`src/rtl/ram_pkg.sv`:
```
// Shared types and constants for the RAM bus controller slice.
package ram_pkg;

  localparam int DEF_ADDR_W = 4;
  localparam int DEF_DATA_W = 8;

  localparam logic DIR_READ  = 1'b1;
  localparam logic DIR_WRITE = 1'b0;

  typedef enum logic [1:0] {
    IDLE,
    TURN,
    XFER,
    DONE
  } state_t;

endpackage

```
`src/rtl/ram_array.sv`:
```
// 2**ADDR_W x DATA_W storage with one synchronous write port and one registered read port.
// With RAM_PROGRAM_EN defined, a programming write shares the write port.
module ram_array
  import ram_pkg::*;
#(
  parameter int ADDR_W = DEF_ADDR_W,
  parameter int DATA_W = DEF_DATA_W
) (
  input  logic              clk,
  input  logic              rst_n,
  input  logic              wr_en,
  input  logic [ADDR_W-1:0] wr_addr,
  input  logic [DATA_W-1:0] wr_data,
`ifdef RAM_PROGRAM_EN
  input  logic              prog_wr_en,
  input  logic [ADDR_W-1:0] prog_addr,
  input  logic [DATA_W-1:0] prog_data,
`endif
  input  logic              rd_en,
  input  logic [ADDR_W-1:0] rd_addr,
  output logic [DATA_W-1:0] rd_data
);

  logic [DATA_W-1:0] mem [0:(1<<ADDR_W)-1];
  logic              w_en;
  logic [ADDR_W-1:0] w_addr;
  logic [DATA_W-1:0] w_data;

  // Controller writes win; the two sources never overlap since programming is IDLE-only.
  always_comb begin
    w_en   = wr_en;
    w_addr = wr_addr;
    w_data = wr_data;
`ifdef RAM_PROGRAM_EN
    if (!wr_en && prog_wr_en) begin
      w_en   = 1'b1;
      w_addr = prog_addr;
      w_data = prog_data;
    end
`endif
  end

  always_ff @(posedge clk) begin
    if (w_en) mem[w_addr] <= w_data;
  end

  always_ff @(posedge clk) begin
    if (!rst_n)     rd_data <= '0;
    else if (rd_en) rd_data <= mem[rd_addr];
  end

endmodule

```
`src/rtl/ram_bus_controller.sv`:
```
// CPU <-> RAM single-byte transfer sequencer with transceiver turnaround control.
// Optional feature macro: RAM_PROGRAM_EN (adds the prog_* direct-write port).
module ram_bus_controller
  import ram_pkg::*;
#(
  parameter int ADDR_W = DEF_ADDR_W,
  parameter int DATA_W = DEF_DATA_W
) (
  input  logic              clk,
  input  logic              rst_n,
  input  logic              req,
  input  logic              we,
  input  logic [ADDR_W-1:0] addr,
  input  logic [DATA_W-1:0] wdata,
`ifdef RAM_PROGRAM_EN
  input  logic              prog_en,
  input  logic              prog_we,
  input  logic [ADDR_W-1:0] prog_addr,
  input  logic [DATA_W-1:0] prog_data,
`endif
  output logic              ack,
  output logic [DATA_W-1:0] rdata,
  output logic              busy,
  output logic              xcvr_oe_n,
  output logic              xcvr_dir
);

  state_t            state, next_state;
  logic [ADDR_W-1:0] mar;
  logic              we_q;
  logic [DATA_W-1:0] wdata_q;
  logic              dir_q;
  logic              accept;
  logic              req_dir;
  logic              mem_wr_en;
  logic              mem_rd_en;

`ifdef RAM_PROGRAM_EN
  assign accept = req && !prog_en;
`else
  assign accept = req;
`endif
  assign req_dir = we ? DIR_WRITE : DIR_READ;

  always_ff @(posedge clk) begin
    if (!rst_n) state <= IDLE;
    else        state <= next_state;
  end

  // The direction only flips at the end of TURN, while the transceiver is disabled.
  always_ff @(posedge clk) begin
    if (!rst_n) begin
      mar     <= '0;
      we_q    <= 1'b0;
      wdata_q <= '0;
      dir_q   <= DIR_WRITE;
    end else begin
      if (state == IDLE && accept) begin
        mar     <= addr;
        we_q    <= we;
        wdata_q <= wdata;
      end
      if (state == TURN) dir_q <= we_q ? DIR_WRITE : DIR_READ;
    end
  end

  always_comb begin
    next_state = state;
    ack        = 1'b0;
    busy       = 1'b1;
    xcvr_oe_n  = 1'b1;
    mem_wr_en  = 1'b0;
    mem_rd_en  = 1'b0;
    case (state)
      IDLE: begin
        busy = 1'b0;
        if (accept) next_state = (req_dir != dir_q) ? TURN : XFER;
      end
      TURN: next_state = XFER;
      XFER: begin
        xcvr_oe_n  = 1'b0;
        mem_wr_en  = we_q && rst_n;
        mem_rd_en  = !we_q;
        next_state = DONE;
      end
      DONE: begin
        xcvr_oe_n  = 1'b0;
        ack        = 1'b1;
        next_state = IDLE;
      end
      default: next_state = IDLE;
    endcase
  end

  assign xcvr_dir = dir_q;

  ram_array #(
    .ADDR_W(ADDR_W),
    .DATA_W(DATA_W)
  ) u_ram (
    .clk       (clk),
    .rst_n     (rst_n),
    .wr_en     (mem_wr_en),
    .wr_addr   (mar),
    .wr_data   (wdata_q),
`ifdef RAM_PROGRAM_EN
    .prog_wr_en(prog_en && prog_we && state == IDLE),
    .prog_addr (prog_addr),
    .prog_data (prog_data),
`endif
    .rd_en     (mem_rd_en),
    .rd_addr   (mar),
    .rd_data   (rdata)
  );

endmodule

```
`config.mk`:
```
export PLATFORM = sky130hd
export DESIGN_NAME = ram_bus_controller
export DESIGN_NICKNAME = d
export VERILOG_FILES = /design/src/rtl/ram_pkg.sv /design/src/rtl/ram_array.sv /design/src/rtl/ram_bus_controller.sv
export SDC_FILE = /design/constraint.sdc
export NUM_CORES = 1
export LEC_CHECK = 0
export BUFFER_PORTS_ARGS = -buffer_cell sky130_fd_sc_hd__buf_2
export CORE_ASPECT_RATIO = 0.75
export CORE_MARGIN = 2
export CORE_UTILIZATION = 55
export DETAILED_ROUTE_END_ITERATION = 12
export PLACE_DENSITY = 0.74
export SYNTH_ARGS = -nofsm -noshare
export SYNTH_HDL_FRONTEND = slang
export SYNTH_SLANG_ARGS = --single-unit
```
`constraint.sdc`:
```
create_clock -name clk -period 5.3 [get_ports clk]
set_input_delay 1.06 -clock clk [delete_from_list [all_inputs] [get_ports clk]]
set_output_delay 1.06 -clock clk [all_outputs]
set_load 0.02 [all_outputs]
```
# Word-level counts from Yosys, hierarchy flattened
# Memories as Yosys holds them, arrays and structs flattened. A register that Yosys moved wholly into a read port is not among the register bits.
# Index checks and enable logic that the tools add are counted.
# totals
reg_bits	16
mem_bits_rw	128
inputBits	16
memories	1
# classes
eq_ne	5
n_mux	12
n_reduce_logical	6
# mem_list
name	depth	word_bits	rd	rd_ports_with_merged_regs	wr	line	rtl
u_ram.mem	16	8	1	1	1	ram_array.sv:24	logic [DATA_W-1:0] mem [0:(1<<ADDR_W)-1];
# op_table
cell	n
two-way mux 1 bit	9
case mux 2 bit (4 select lines)	1
equality test 2 bit (second input constant)	2
two-way mux 2 bit	2
equality test 2 x 1 -> 1 bit (second input constant)	1
logical AND 1 bit	2
logical NOT 1 bit	2
logical NOT 2 bit	1
inequality test 2 bit (second input constant)	1
OR reduction 2 bit	1
inequality test 1 bit	1

# Depth between registers and ports, before layout
# logic_depth
ltp_word	5
mapped_depth	6

# Hierarchy
# Synthesis repeated with hierarchy kept, for this count alone.
# unflattened
hier_cells	401
area_unflattened_um2	6119.6
# by_module_without_submodules
module	n_inst	cells_per_inst	area_each_um2	seq_area_each_um2
ram_array	1	318	5351.4	4003.8
ram_bus_controller	1	83	768.2	320.3

# Worst setup path after synthesis
# Ideal clock, no wire load.
# synth_path
kind	input to register
startpoint	in rst_n
endpoint	mem u_ram.mem[3][0] (netlist name), enable pin
setup_ns	0.383
arrival_time_ns	2.195
required_time_ns	4.917
setup_slack_ns	2.722
cell_stages	4
path_buffers	1
cell_sequence	clkbuf_1 > and3_1 > nand3_1 > nor3_1
# synth_via
elab_chain_len	4
# synth_rtl
element	line	rtl
start, declared	ram_bus_controller.sv:10	input logic rst_n,
logical AND 1 bit	ram_bus_controller.sv:82	mem_wr_en = we_q && rst_n;
two-way mux 1 bit	ram_bus_controller.sv:74	case (state)
two-way mux 1 bit	ram_array.sv:44	if (w_en) mem[w_addr] <= w_data;
two-way mux 1 bit (not written as such)	ram_array.sv:44	
end, declared	ram_array.sv:24	
# Every way passes these cells.

# Final worst setup path
# layout_path
startpoint	in rst_n
endpoint	mem u_ram.mem[0][4] (netlist name), enable pin
# Same word-level chain as after synthesis.

==> metrics <==
storage element area=4330 um2; Rows=32; Rel. slew slack=22.8%; crit path DAT=2.70 ns; Synthesized Nets=368; CP startpoint kind=input pin; area of the multi-input gates=1480 um2; initial antenna violation count=0; share of cells above drive strength 1=24.0%; PostCTS Resize Cnt=0; Hold Vio Cnt, Final=0; R2R cell count=4; clk slew on worst S/H paths=0.06 ns; dpl ws=2.20 ns; DP HPWL=7700 um; All-Layer GR Usage=23.4%; sequential cell area fraction in the yosys report=72.6%; register bit total from synthesis=152; drt total wl=12,000 um; warnings from Yosys=0; DR WL met2=5010 um; Syn Inst Count=346; power density over the cells=448 nW/um2; Port Buf Inserts=27; CTS tree=done; CTS Sinks=152; Util after Layout=64.2%; Final ANT Viol Nets=0; largest net degree at the start of global routing=45; post-synth top area share=64.6%; Hold WC Path Type=flip-flop to flip-flop; RSZ-0062 raised after global routing=no; fmax=375 MHz; MaxCap Viol Count=0; r2r setup slk=2.72 ns; DRT Pass-1 Iters=5; Setup Skew=0.00872 ns; Initial Util=57.2%; met1 WL=5650 um; Final setup viols=0; post-synth cell types=34; Setup crit end kind=flip-flop; total number of vias=3,183; setup repair bufs after CTS=0; Die Height=94.1 um; total core area=10,400 um2; clock buffer depth=2; # H-tree levels=4; DRC=0; hold buffer count at CTS=0; Avg Cell Area, Syn=17.2 um2; WL/cell=22.9 um; Setup Crit Path Kind=input pin to flip-flop; IO Count=28; area leader, netlist=edfxtp_1; Max Used Layer=met4; Post-Synthesis Cell Area=5950 um2; dominant cells by area after synthesis=edfxtp_1 65%, dfxtp_1 8.1%, mux4_2 6.8%; VDD IR-drop max=0.000338 V; routability cong.=0.867; worst-path maximum fanout=11; Static Leak=0.00222 uW; Design Power=2990 uW; Worst-Skew Late Latency=0.42 ns; die area=11,700 um2; Critical Path RT=5.33 ns; GRT overflow=0; number of cells on the worst hold path=2; Clk Tree Root Cell=clkbuf_16; routed vias/inst=6.07; fin crit share=50.3%; global-route wire length before repair=18,600 um; DR WL met3=1160 um; # fillers=719; Die Width=124 um; 1st-iter DRT viols=479; layout overhead on the synthesized area=12.3%; Max Slew Vio Count=0; worst-margin pin slew=1.15 ns; final worst slack=2.64 ns; vias in the first global route=3,046; final setup TNS=0 ns; number of diodes=0; Tmin final=2.66 ns; status=finished clean; nets=397; Num CTS Buffers=17
==> power breakdown <==
group | internal [uW] | total [uW] | switching, uW
registers | 1380 | 1480 | 99.4
logic | 169 | 420 | 251
clock network | 640 | 1090 | 451
==> state kept, by name, summed over array words and instances (netlist names) <==
register       count
we_q               1
wdata_q            8
state              2
mar                4
xcvr_dir           1
u_ram.rd_data      8
u_ram.mem        128
==> synthesized netlist by cell type, drive strengths merged <==
cell      n
or3       1
buf      12
edfxtp  128
nand2    38
nand3     2
mux4     24
nor2     16
nor2b     3
mux2     16
o21ai     8
a41oi     8
ha        6
and3b     1
nand2b    2
xnor2     1
nand3b    1
nor3b     1
and3      1
a211o     1
or3b      1
nor3      4
a221oi    1
clkbuf    7
a211oi    1
dfxtp    24
a21oi    15
a22oi    16
and2      2
inv       5
==> layout make-up <==
cell class | count | area share, %
repair buffers | 29 | 2.25
clock buffers | 19 | 6.48
well taps | 136 | 2.55
flip-flops and latches | 152 | 64.7
inverters | 5 | 0.281
clock inverters | 13 | 1.55
multi-input cells | 170 | 22.2
==> layer usage <==
layer  up-vias  track usage (%)
met5         -                0
met4         0             8.99
met3        14             7.58
met2       166             29.8
met1      1586             37.1
li1       1417                -
==> logic make-up (layout without fill, tap and decap cells) <==
group / count (synthesis) / after routing / synth area share [%]
simple gates: 73 / 73 / 5.49
flops: 152 / 152 / 72.6
buf+inv: 24 / 66 / 2.44
mux: 40 / 40 / 12.5
xor+xnor: 1 / 1 / 0.147
fa+ha+maj: 6 / 6 / 1.26
compound gates: 50 / 50 / 5.55
==> worst paths after layout <==
kind / to / from
setup / recovery: u_ram.mem[0][4] / rst_n
hold / removal: xcvr_dir / xcvr_dir
setup reg to reg: u_ram.mem[3][0] / mar[1]
hold reg to reg: xcvr_dir / xcvr_dir
==> metrics by stage <==
stage	area (um2)	hold WS [ns]	cells
after floorplan	5950	0.480	346
after global placement	6150	0.501	492
after detailed placement	6150	0.514	492
after CTS	6690	0.519	524
after global routing	6690	0.537	524
final	6690	0.519	524
==> layout by cell type, fill, tap and decap left out, types with 2 or more instances in the layout <==
master,synthesis,final
edfxtp_1,128,128
nand2_1,38,38
buf_2,5,27
dfxtp_1,24,23
mux4_2,18,18
clkbuf_16,0,17
nor2_1,16,16
mux2_2,16,16
a22oi_1,16,16
a21oi_1,15,15
o21ai_0,8,8
a41oi_1,8,8
mux4_1,6,6
ha_1,6,6
inv_1,5,5
clkinv_2,0,5
nor3_1,4,4
nor2b_1,3,3
nand3_1,2,2
nand2b_1,2,2
and2_1,2,2
clkbuf_1,6,2
clkinv_1,0,2
inv_6,0,2
clkinvlp_4,0,2
buf_4,0,2
==> worst max-delay path: stages <==
cell and delay (ns):
buf_2 0.20, nand3_1 0.12, or3_1 0.41, nor3_1 0.90
(Power assumes the default switching activity.)
